File: src/rtl/riscv_pkg.sv
// Shared my_riscv definitions: datapath width, ALU operation codes, base opcodes
// and the operand forwarding selector used by the execute stage.
package riscv_pkg;

  localparam int XLEN = 32;

  localparam logic [3:0] ALU_ADD  = 4'd0;
  localparam logic [3:0] ALU_SUB  = 4'd1;
  localparam logic [3:0] ALU_XOR  = 4'd2;
  localparam logic [3:0] ALU_OR   = 4'd3;
  localparam logic [3:0] ALU_AND  = 4'd4;
  localparam logic [3:0] ALU_SLL  = 4'd5;
  localparam logic [3:0] ALU_SRL  = 4'd6;
  localparam logic [3:0] ALU_SRA  = 4'd7;
  localparam logic [3:0] ALU_SLTU = 4'd8;
  localparam logic [3:0] ALU_SLT  = 4'd9;

  localparam logic [6:0] OPC_OP     = 7'b0110011;
  localparam logic [6:0] OPC_OP_IMM = 7'b0010011;
  localparam logic [6:0] OPC_LUI    = 7'b0110111;
  localparam logic [6:0] OPC_AUIPC  = 7'b0010111;
  localparam logic [6:0] OPC_LOAD   = 7'b0000011;
  localparam logic [6:0] OPC_STORE  = 7'b0100011;
  localparam logic [6:0] OPC_BRANCH = 7'b1100011;
  localparam logic [6:0] OPC_JAL    = 7'b1101111;
  localparam logic [6:0] OPC_JALR   = 7'b1100111;

  // EX/MEM is the younger result, so it wins over MEM/WB; x0 never forwards.
  function automatic logic [XLEN-1:0] fwd_sel(
    input logic [4:0]      rs,
    input logic [XLEN-1:0] rf_data,
    input logic            exm_we,
    input logic [4:0]      exm_rd,
    input logic [XLEN-1:0] exm_data,
    input logic            mwb_we,
    input logic [4:0]      mwb_rd,
    input logic [XLEN-1:0] mwb_data
  );
    if (exm_we && (exm_rd == rs) && (rs != 5'd0))      return exm_data;
    else if (mwb_we && (mwb_rd == rs) && (rs != 5'd0)) return mwb_data;
    else                                               return rf_data;
  endfunction

endpackage

File: src/rtl/alu_ctrl_decode.sv
// Combinational decode of opcode/funct3/funct7b5 into the ALU code, operand
// selects, pipeline control bits and register-use flags for hazard detection.
module alu_ctrl_decode
  import riscv_pkg::*;
(
  input  logic [6:0] opcode_i,
  input  logic [2:0] funct3_i,
  input  logic       funct7b5_i,
  output logic [3:0] alu_ctrl_o,
  output logic       op1_pc_o,
  output logic       op1_zero_o,
  output logic       op2_rs2_o,
  output logic       reg_write_o,
  output logic       mem_read_o,
  output logic       mem_write_o,
  output logic       branch_o,
  output logic       uses_rs1_o,
  output logic       uses_rs2_o,
  output logic       illegal_o
);

  always_comb begin
    alu_ctrl_o  = ALU_ADD;
    op1_pc_o    = 1'b0;
    op1_zero_o  = 1'b0;
    op2_rs2_o   = 1'b0;
    reg_write_o = 1'b0;
    mem_read_o  = 1'b0;
    mem_write_o = 1'b0;
    branch_o    = 1'b0;
    uses_rs1_o  = 1'b1;
    uses_rs2_o  = 1'b0;
    illegal_o   = 1'b0;
    case (opcode_i)
      OPC_OP, OPC_OP_IMM: begin
        reg_write_o = 1'b1;
        op2_rs2_o   = (opcode_i == OPC_OP);
        uses_rs2_o  = (opcode_i == OPC_OP);
        case (funct3_i)
          3'b000:  alu_ctrl_o = ((opcode_i == OPC_OP) && funct7b5_i) ? ALU_SUB : ALU_ADD;
          3'b001:  alu_ctrl_o = ALU_SLL;
          3'b010:  alu_ctrl_o = ALU_SLT;
          3'b011:  alu_ctrl_o = ALU_SLTU;
          3'b100:  alu_ctrl_o = ALU_XOR;
          3'b101:  alu_ctrl_o = funct7b5_i ? ALU_SRA : ALU_SRL;
          3'b110:  alu_ctrl_o = ALU_OR;
          default: alu_ctrl_o = ALU_AND;
        endcase
      end
      OPC_BRANCH: begin
        branch_o   = 1'b1;
        op2_rs2_o  = 1'b1;
        uses_rs2_o = 1'b1;
        case (funct3_i[2:1])
          2'b00:   alu_ctrl_o = ALU_SUB;
          2'b10:   alu_ctrl_o = ALU_SLT;
          2'b11:   alu_ctrl_o = ALU_SLTU;
          default: alu_ctrl_o = ALU_ADD;
        endcase
      end
      OPC_LOAD: begin
        mem_read_o  = 1'b1;
        reg_write_o = 1'b1;
      end
      OPC_STORE: begin
        mem_write_o = 1'b1;
        uses_rs2_o  = 1'b1;
      end
      OPC_LUI: begin
        op1_zero_o  = 1'b1;
        reg_write_o = 1'b1;
        uses_rs1_o  = 1'b0;
      end
      OPC_AUIPC, OPC_JAL: begin
        op1_pc_o    = 1'b1;
        reg_write_o = 1'b1;
        uses_rs1_o  = 1'b0;
      end
      OPC_JALR:  reg_write_o = 1'b1;
      default:   illegal_o   = 1'b1;
    endcase
  end

endmodule

File: src/rtl/id_ex_stage.sv
// ID/EX pipeline register: captures one decoded instruction, forwards operands
// into the ALU and raises a combinational load-use stall request.
module id_ex_stage
  import riscv_pkg::*;
(
  input  logic            clk,
  input  logic            rst,
  input  logic            valid_i,
  input  logic [6:0]      opcode_i,
  input  logic [2:0]      funct3_i,
  input  logic            funct7b5_i,
  input  logic [4:0]      rs1_i,
  input  logic [4:0]      rs2_i,
  input  logic [4:0]      rd_i,
  input  logic [XLEN-1:0] rs1_data_i,
  input  logic [XLEN-1:0] rs2_data_i,
  input  logic [XLEN-1:0] imm_i,
  input  logic [XLEN-1:0] pc_i,
  input  logic            stall_i,
  input  logic            flush_i,
  input  logic            exm_we_i,
  input  logic [4:0]      exm_rd_i,
  input  logic [XLEN-1:0] exm_data_i,
  input  logic            mwb_we_i,
  input  logic [4:0]      mwb_rd_i,
  input  logic [XLEN-1:0] mwb_data_i,
  output logic            valid_o,
  output logic [3:0]      alu_ctrl_o,
  output logic [XLEN-1:0] alu_in1_o,
  output logic [XLEN-1:0] alu_in2_o,
  output logic [XLEN-1:0] store_data_o,
  output logic [4:0]      rd_o,
  output logic            reg_write_o,
  output logic            mem_read_o,
  output logic            mem_write_o,
  output logic            branch_o,
  output logic [2:0]      funct3_o,
  output logic            hazard_o,
  output logic            illegal_o
);

  logic [3:0] dec_alu_ctrl;
  logic dec_op1_pc, dec_op1_zero, dec_op2_rs2, dec_reg_write, dec_mem_read;
  logic dec_mem_write, dec_branch, dec_uses_rs1, dec_uses_rs2, dec_illegal;

  alu_ctrl_decode u_decode (
    .opcode_i    (opcode_i),
    .funct3_i    (funct3_i),
    .funct7b5_i  (funct7b5_i),
    .alu_ctrl_o  (dec_alu_ctrl),
    .op1_pc_o    (dec_op1_pc),
    .op1_zero_o  (dec_op1_zero),
    .op2_rs2_o   (dec_op2_rs2),
    .reg_write_o (dec_reg_write),
    .mem_read_o  (dec_mem_read),
    .mem_write_o (dec_mem_write),
    .branch_o    (dec_branch),
    .uses_rs1_o  (dec_uses_rs1),
    .uses_rs2_o  (dec_uses_rs2),
    .illegal_o   (dec_illegal)
  );

  logic            valid_q, valid_d, op1_pc_q, op1_pc_d, op1_zero_q, op1_zero_d;
  logic            op2_rs2_q, op2_rs2_d, reg_write_q, reg_write_d, mem_read_q, mem_read_d;
  logic            mem_write_q, mem_write_d, branch_q, branch_d, illegal_q, illegal_d;
  logic [3:0]      alu_ctrl_q, alu_ctrl_d;
  logic [2:0]      funct3_q, funct3_d;
  logic [4:0]      rd_q, rd_d, rs1_q, rs1_d, rs2_q, rs2_d;
  logic [XLEN-1:0] rs1_data_q, rs1_data_d, rs2_data_q, rs2_data_d;
  logic [XLEN-1:0] imm_q, imm_d, pc_q, pc_d;
  logic            cap;
  logic [XLEN-1:0] rs1_fwd, rs2_fwd;

  assign hazard_o = valid_q & mem_read_q & (rd_q != 5'd0) & valid_i &
                    ((dec_uses_rs1 & (rs1_i == rd_q)) | (dec_uses_rs2 & (rs2_i == rd_q)));
  assign cap = valid_i & ~dec_illegal;

  // valid_o qualifies every EX output; stall_i holds the slot (valid stays as is),
  // flush_i or a load-use bubble empties it, otherwise the decode slot moves in.
  always_comb begin
    valid_d     = valid_q;
    alu_ctrl_d  = alu_ctrl_q;
    op1_pc_d    = op1_pc_q;
    op1_zero_d  = op1_zero_q;
    op2_rs2_d   = op2_rs2_q;
    reg_write_d = reg_write_q;
    mem_read_d  = mem_read_q;
    mem_write_d = mem_write_q;
    branch_d    = branch_q;
    funct3_d    = funct3_q;
    rd_d        = rd_q;
    rs1_d       = rs1_q;
    rs2_d       = rs2_q;
    rs1_data_d  = rs1_data_q;
    rs2_data_d  = rs2_data_q;
    imm_d       = imm_q;
    pc_d        = pc_q;
    illegal_d   = 1'b0;
    if (flush_i || (!stall_i && hazard_o)) begin
      valid_d     = 1'b0;
      alu_ctrl_d  = ALU_ADD;
      op1_pc_d    = 1'b0;
      op1_zero_d  = 1'b0;
      op2_rs2_d   = 1'b0;
      reg_write_d = 1'b0;
      mem_read_d  = 1'b0;
      mem_write_d = 1'b0;
      branch_d    = 1'b0;
    end else if (!stall_i) begin
      valid_d     = cap;
      alu_ctrl_d  = cap ? dec_alu_ctrl : ALU_ADD;
      op1_pc_d    = cap & dec_op1_pc;
      op1_zero_d  = cap & dec_op1_zero;
      op2_rs2_d   = cap & dec_op2_rs2;
      reg_write_d = cap & dec_reg_write & (rd_i != 5'd0);
      mem_read_d  = cap & dec_mem_read;
      mem_write_d = cap & dec_mem_write;
      branch_d    = cap & dec_branch;
      funct3_d    = funct3_i;
      rd_d        = rd_i;
      rs1_d       = rs1_i;
      rs2_d       = rs2_i;
      rs1_data_d  = rs1_data_i;
      rs2_data_d  = rs2_data_i;
      imm_d       = imm_i;
      pc_d        = pc_i;
      illegal_d   = valid_i & dec_illegal;
    end
  end

  always_ff @(posedge clk) begin
    if (rst) begin
      valid_q <= 1'b0;  alu_ctrl_q <= ALU_ADD; op1_pc_q <= 1'b0;  op1_zero_q <= 1'b0;
      op2_rs2_q <= 1'b0; reg_write_q <= 1'b0; mem_read_q <= 1'b0; mem_write_q <= 1'b0;
      branch_q <= 1'b0; funct3_q <= 3'd0;    rd_q <= 5'd0;       rs1_q <= 5'd0;
      rs2_q <= 5'd0;    rs1_data_q <= '0;    rs2_data_q <= '0;   imm_q <= '0;
      pc_q <= '0;       illegal_q <= 1'b0;
    end else begin
      valid_q <= valid_d;  alu_ctrl_q <= alu_ctrl_d; op1_pc_q <= op1_pc_d;
      op1_zero_q <= op1_zero_d; op2_rs2_q <= op2_rs2_d; reg_write_q <= reg_write_d;
      mem_read_q <= mem_read_d; mem_write_q <= mem_write_d; branch_q <= branch_d;
      funct3_q <= funct3_d; rd_q <= rd_d; rs1_q <= rs1_d; rs2_q <= rs2_d;
      rs1_data_q <= rs1_data_d; rs2_data_q <= rs2_data_d; imm_q <= imm_d;
      pc_q <= pc_d; illegal_q <= illegal_d;
    end
  end

  assign rs1_fwd = fwd_sel(rs1_q, rs1_data_q, exm_we_i, exm_rd_i, exm_data_i,
                           mwb_we_i, mwb_rd_i, mwb_data_i);
  assign rs2_fwd = fwd_sel(rs2_q, rs2_data_q, exm_we_i, exm_rd_i, exm_data_i,
                           mwb_we_i, mwb_rd_i, mwb_data_i);

  assign valid_o      = valid_q;
  assign alu_ctrl_o   = alu_ctrl_q;
  assign alu_in1_o    = op1_pc_q ? pc_q : (op1_zero_q ? '0 : rs1_fwd);
  assign alu_in2_o    = op2_rs2_q ? rs2_fwd : imm_q;
  assign store_data_o = rs2_fwd;
  assign rd_o         = rd_q;
  assign reg_write_o  = reg_write_q;
  assign mem_read_o   = mem_read_q;
  assign mem_write_o  = mem_write_q;
  assign branch_o     = branch_q;
  assign funct3_o     = funct3_q;
  assign illegal_o    = illegal_q;

endmodule

File: config.mk
export PLATFORM = sky130hd
export DESIGN_NAME = id_ex_stage
export DESIGN_NICKNAME = d
export VERILOG_FILES = /design/src/rtl/riscv_pkg.sv /design/src/rtl/alu_ctrl_decode.sv /design/src/rtl/id_ex_stage.sv
export SDC_FILE = /design/constraint.sdc
export NUM_CORES = 1
export LEC_CHECK = 0
export CORE_MARGIN = 1.5
export CORE_UTILIZATION = 42
export DETAILED_ROUTE_END_ITERATION = 10
export GPL_ROUTABILITY_DRIVEN = 0
export PLACE_DENSITY = 0.78
export SYNTH_ARGS = -nofsm -noshare
export SYNTH_HDL_FRONTEND = slang
export SYNTH_SLANG_ARGS = --single-unit
File: constraint.sdc
create_clock -name clk -period 2.6 [get_ports clk]
set_clock_uncertainty 0.1 [all_clocks]
set_input_delay 0.65 -clock clk [delete_from_list [all_inputs] [get_ports clk]]
set_output_delay 0.65 -clock clk [all_outputs]
set_load 0.05 [all_outputs]
### After elaboration in Yosys (flattened, before gate mapping)

Index checks and enable logic that the tools add are counted.

* output and inout port bits: 115
* logic and storage cells: 110
* input port bits: 235
* bits in registers: 159

* reductions and logical operators: 27
* bitwise operators: 19
* multiplexer cells: 23
* eq/ne operators: 23

Operators by type and width (count)
* 32-bit two-way mux: 7
* 5-bit equality test: 6
* 4-bit one-hot mux with 7 select lines: 1
* 7-bit by 6-bit equality test with 1-bit output (second input constant): 3
* 7-bit equality test (second input constant): 3
* 5-bit nonzero test: 4
* 1-bit AND: 16
* 7-bit by 5-bit equality test with 1-bit output (second input constant): 2
* 4-bit one-hot mux with 3 select lines: 1
* 1-bit logical AND: 10
* 1-bit two-way mux: 10
* 3-bit equality test (second input constant): 3
* 9-bit OR reduction: 1
* 4-bit one-hot mux with 2 select lines: 1
* 2-bit OR reduction: 4
* 7-bit by 2-bit equality test with 1-bit output (second input constant): 1
* 7-bit OR reduction: 1
* 3-bit by 2-bit equality test with 1-bit output (second input constant): 2
* 3-bit OR reduction: 2
* 2-bit equality test (second input constant): 2
* 4-bit two-way mux: 1
* 1-bit one-hot mux with 2 select lines: 2
* 3-bit by 1-bit equality test with 1-bit output (second input constant): 1
* 3-bit zero test: 1
* other kinds (6): 7

### Depth between registers and ports, before layout

* depth after elaboration: 10
* depth in mapped cells: 8
* depth with buffers taken out: 5

### Modules after synthesis

Synthesis repeated with hierarchy kept, for this count alone.

* cells, all modules: 1452
* area, all modules: 11995.3 um^2

By module, submodules not included
* id_ex_stage: seq. area each 3183.1 um^2, area each 11728.7 um^2, instances 1, cells an instance 1409
* alu_ctrl_decode: seq. area each 0.0 um^2, area each 266.5 um^2, instances 1, cells an instance 43

### Worst setup path before layout

Ideal clock, no wire load.

* kind: input-to-output
* start: input mwb_rd_i[4]
* end: output alu_in2_o[10]
* path slack: -1.063 ns
* data required time: 1.850 ns
* stages: 7
* arrival time: 2.913 ns
* path buffers: 2
* cells stage by stage: xnor2_1 -> and4_1 -> clkbuf_1 -> clkbuf_1 -> nand3_1 -> a31oi_1 -> mux2_2

* longest elaborated chain between the ends: 6

Ends and longest elaborated chain
* start, declared: RTL line id_ex_stage.sv:25 `input logic [4:0] mwb_rd_i,`
* 5-bit equality test: RTL line riscv_pkg.sv:40 `else if (mwb_we && (mwb_rd == rs) && (rs != 5'd0)) return mwb_data;`
* 1-bit logical AND (2 in series): RTL line riscv_pkg.sv:40
* 32-bit two-way mux: RTL line riscv_pkg.sv:40
* 32-bit two-way mux: RTL line riscv_pkg.sv:39 `if (exm_we && (exm_rd == rs) && (rs != 5'd0)) return exm_data;`
* via store_data_o[10]: RTL line id_ex_stage.sv:31 `output logic [XLEN-1:0] store_data_o,`
* 32-bit two-way mux: RTL line id_ex_stage.sv:156 `assign alu_in2_o = op2_rs2_q ? rs2_fwd : imm_q;`
* end, declared: RTL line id_ex_stage.sv:30 `output logic [XLEN-1:0] alu_in2_o,`

The timed path passes the listed nets, and every way through them passes these cells.

### Final worst setup path

* start: register rs2_q[2]
* end: output alu_in2_o[7]

* longest elaborated chain between the ends: 6
* elaborated cells between the ends (all ways): 10
* those cells by class: eq/ne (2); mux (3); reduce/logical (5)

Ends and longest elaborated chain
* start, declared: RTL line id_ex_stage.sv:68 `logic [4:0] rd_q, rd_d, rs1_q, rs1_d, rs2_q, rs2_d;`
* start signal, assigned: RTL line id_ex_stage.sv:142 `funct3_q <= funct3_d; rd_q <= rd_d; rs1_q <= rs1_d; rs2_q <= rs2_d;`
* 5-bit equality test: RTL line riscv_pkg.sv:40
* 1-bit logical AND (2 in series): RTL line riscv_pkg.sv:40
* 32-bit two-way mux: RTL line riscv_pkg.sv:40
* 32-bit two-way mux (*): RTL line riscv_pkg.sv:39
* 32-bit two-way mux (*): RTL line id_ex_stage.sv:156

Mark *: on every way between the ends. The rest lies on a longest branch, timed or not.

==> impl_metrics.sql <==
INSERT INTO impl_metrics (metric_group, metric, value, unit) VALUES
('status', 'outcome', 'finished, violations left', ''),
('status', 'violations_in_the_final_reports', 'negative setup slack', ''),
('sta', 'maxClockFrequency', '279', 'MHz'),
('detailed_routing', 'routed_wire_length_per_instance', '22.9', 'µm'),
('critical_path', 'worst_ep_required_time', '1.85', 'ns'),
('critical_path', 'path_class', 'reg2out', ''),
('power_and_ir_drop', 'fin_total_pwr', '7.73', 'mW'),
('yosys', 'synth_top_flop_cell', 'dfxtp_1', ''),
('sta', 'report.final.slew_viol_count', '0', ''),
('detailed_routing', 'wirelength', '47.3', 'mm'),
('critical_path', 'timing.critical_path.from_type', 'flip-flop', ''),
('yosys', 'synth-edff-count', '0', ''),
('cells_and_area', 'design.final.nets', '1961', ''),
('critical_path', 'path_cells', 'or4_4 > o211ai_4 > buf_6 > clkbuf_16 > buf_4 > o21ai_2 > a31oi_4 > mux2_4 > buf_8', ''),
('global_routing', 'maximum_number_of_pins_on_one_net_before_global_route_repair', '126', ''),
('power_and_ir_drop', 'p_per_area', '400', 'nW/µm²'),
('cts', 'clock-root-buffer', 'clkbuf_16', ''),
('yosys', 'post_synth_instance_area', '10200', 'µm²'),
('cts', 'tritoncts.num_buffers', '17', ''),
('min_path', 'worstHoldPathType', 'reg2reg', ''),
('yosys', 'synth.lib_cells_used.distinct', '52', ''),
('detailed_routing', 'drt_iter0_drc', '819', ''),
('floorplanning', 'floorplan.die_area', '25100', 'µm²'),
('sta', 'finalWorstSetupSlack', '-0.984', 'ns'),
('flow_run', 'maxCapViolCount', '0', ''),
('power_and_ir_drop', 'net-switching-power', '2.45', 'mW'),
('sta', 'min_period_over_period', '138', '%'),
('critical_path', 'setup.worst_path.end_class', 'output pin', ''),
('sta', 'max_slew.worst_pin.slew', '0.537', 'ns'),
('critical_path', 'cpPeakStageDelay', '0.58', 'ns'),
('floorplanning', 'floorplan.die.height', '158', 'µm'),
('cts', 'cts_tree', 'done', ''),
('cts', 'htreeDepth', '4', ''),
('detailed_routing', 'drc', '0', ''),
('cts', 'clk_path_buf_depth', '2', ''),
('floorplanning', 'floorplan.initialDensity', '43.0', '%'),
('power_and_ir_drop', 'peakVddDrop', '307', 'µV'),
('sta', 'slew_headroom', '64.1', '%'),
('place', 'port-buffer-count', '349', ''),
('power_and_ir_drop', 'part_of_the_power_in_the_clock_network', '34.1', '%'),
('global_routing', 'first_pass_grt_wire_length', '60.2', 'mm'),
('global_routing', 'grt_antenna_before_repair', '5', ''),
('cells_and_area', 'drive_above_1_share', '36.4', '%'),
('critical_path', 'timing.reg2reg.setup_slack', '-0.04', 'ns'),
('power_and_ir_drop', 'intPower', '5.28', 'mW'),
('yosys', 'synth_warnings', '0', ''),
('yosys', 'synth_top_cells_by_area', 'dfxtp_1 (31%), nand2b_1 (18%), mux2i_1 (14%)', ''),
('sta', 'finalSetupTns', '-67.90', 'ns'),
('place', 'numPlacedInstances', '1987', ''),
('sta', 'grt_setup_unrepaired', 'true', ''),
('power_and_ir_drop', 'power.share.switching', '31.7', '%'),
('power_and_ir_drop', 'power.combinational.fraction', '31.6', '%'),
('floorplanning', 'num_io_pins', '350', ''),
('cells_and_area', 'final_cell_mix', 'nand2b_1 (294), clkdlybuf4s50_1 (225), buf_4 (170), dfxtp_1 (150), mux2i_1 (146)', ''),
('sta', 'setup_viol_count_final', '100', ''),
('cts', 'clk-insertion-delay-late', '0.44', 'ns'),
('floorplanning', 'dieWidth', '158', 'µm'),
('sta', 'hold_violations', '0', ''),
('power_and_ir_drop', 'static-leakage-power', '7.60', 'nW'),
('cells_and_area', 'final_common_cell', 'nand2b_1', ''),
('detailed_routing', 'via_per_inst', '5.50', ''),
('power_and_ir_drop', 'seq_power_share', '34.3', '%'),
('yosys', 'postSynth.asyncResetShare', '0', '%'),
('yosys', 'synthDominantAreaCellType', 'dfxtp_1', ''),
('critical_path', 'worstPathMaxFanout', '8', ''),
('cts', 'hold_buffers', '0', ''),
('detailed_routing', 'drt-pass1-iter-count', '5', ''),
('detailed_routing', 'routed-via-count', '11300', ''),
('yosys', 'seq_area_frac_synth', '31.4', '%'),
('yosys', 'yosys.area.top_type_share', '31.4', '%'),
('floorplanning', 'core', '23600', 'µm²');
## metrics by stage
| step | setup WS [ns] | area (µm²) |
|---|---|---|
| finish | -0.984 | 19300 |
| detailed placement | -0.990 | 16800 |
| global route | -1.03 | 19300 |
| floorplan | -0.383 | 11800 |
| global placement | -0.929 | 16800 |
| CTS | -0.771 | 17900 |
## path summary, 6_finish.rpt
kind | to | startpoint | cells past startpoint
hold / removal | branch_o | branch_o | 2
setup / recovery | alu_in2_o[7] | rs2_q[2] | 9
setup reg to reg | imm_q[6] | rd_o[0] | 9
hold reg to reg | branch_o | branch_o | 2
## worst max-delay path, delay by kind of cell (launching register included)
kind                   cells  cell delay, ns
buffers and inverters      4            0.59
muxes                      1            0.24
AOI/OAI and AO/OA          3            0.66
DFF                        1            0.32
and+or+nand+nor            1            0.58
## sequential cells by signal (all words and copies together) (netlist names), 3 cells and up
name	cells
rd_o	5
pc_q	32
rs1_data_q	32
funct3_o	3
rs2_q	5
rs1_q	5
imm_q	32
alu_ctrl_o	4
rs2_data_q	32
## cell families (layout without fill, tap and decap cells)
family	after synthesis	after routing	share of synthesized area, %
AND/OR/NAND/NOR	495	495	28.5
AO/OA/AOI/OAI	192	192	11.7
multiplexers	178	178	17.9
flip-flops	159	159	31.4
buffers and inverters	136	684	7.91
XOR/XNOR	30	30	2.59
other	0	5	0
## area by class of cell
cell class                      instances  area (µm²)
Clock inverter                         14         168
Clock buffer                           17         425
Tap cell                              319         399
Sequential cell                       159        3200
Timing Repair Buffer                  619        7030
Antenna cell                            5        12.5
Fill cell                            1423        4300
Multi-Input combinational cell        895        7960
Inverter                               34         128
## timing repair
action | CTS | global route
endpoints found under the setup margin | 133 | 238
setup buffers | 11 | 26
gates resized for setup | 113 | 261
gates cloned | 4 | 24
pin swaps | 18 | 43
## power groups by stage
stage          logic (mW)  registers, mW  clock network (mW)
2_1_floorplan        1.14           2.70                   0
3_3_place_gp         2.02           2.69                   0
3_5_place_dp         2.04           2.69                   0
4_1_cts              2.13           2.64                2.66
5_1_grt              2.54           2.66                2.76
6_report             2.44           2.65                2.64
## cell usage after synthesis, types with 2 or more instances
cell	count
mux2_2	32
o211a_1	3
or2_2	2
and2_1	2
nand2b_1	294
inv_1	34
or4_4	2
a21oi_1	9
dfxtp_1	159
nand4b_1	2
nor2_1	10
o211ai_2	3
and3_1	4
nor3_1	67
xnor2_1	30
nand3_1	39
a211oi_1	32
nor4_4	3
buf_1	2
o21bai_1	2
or4_1	4
o21ai_1	30
o21ai_0	68
nand4_1	6
or2_1	2
a31oi_1	33
clkbuf_2	4
buf_6	3
buf_12	15
nand2_1	48
mux2i_1	146
or3_1	3
buf_2	8
a31o_2	3
clkbuf_1	69
## routing by layer
metal	track usage, %	share of wire, %	routed length, µm
met1	34.2	36	17200
met2	55.9	50	23400
met3	8.06	8.2	3880
met4	19.5	5.9	2800
met5	0	0	0
No activity file was read; power rests on OpenSTA's default activity.
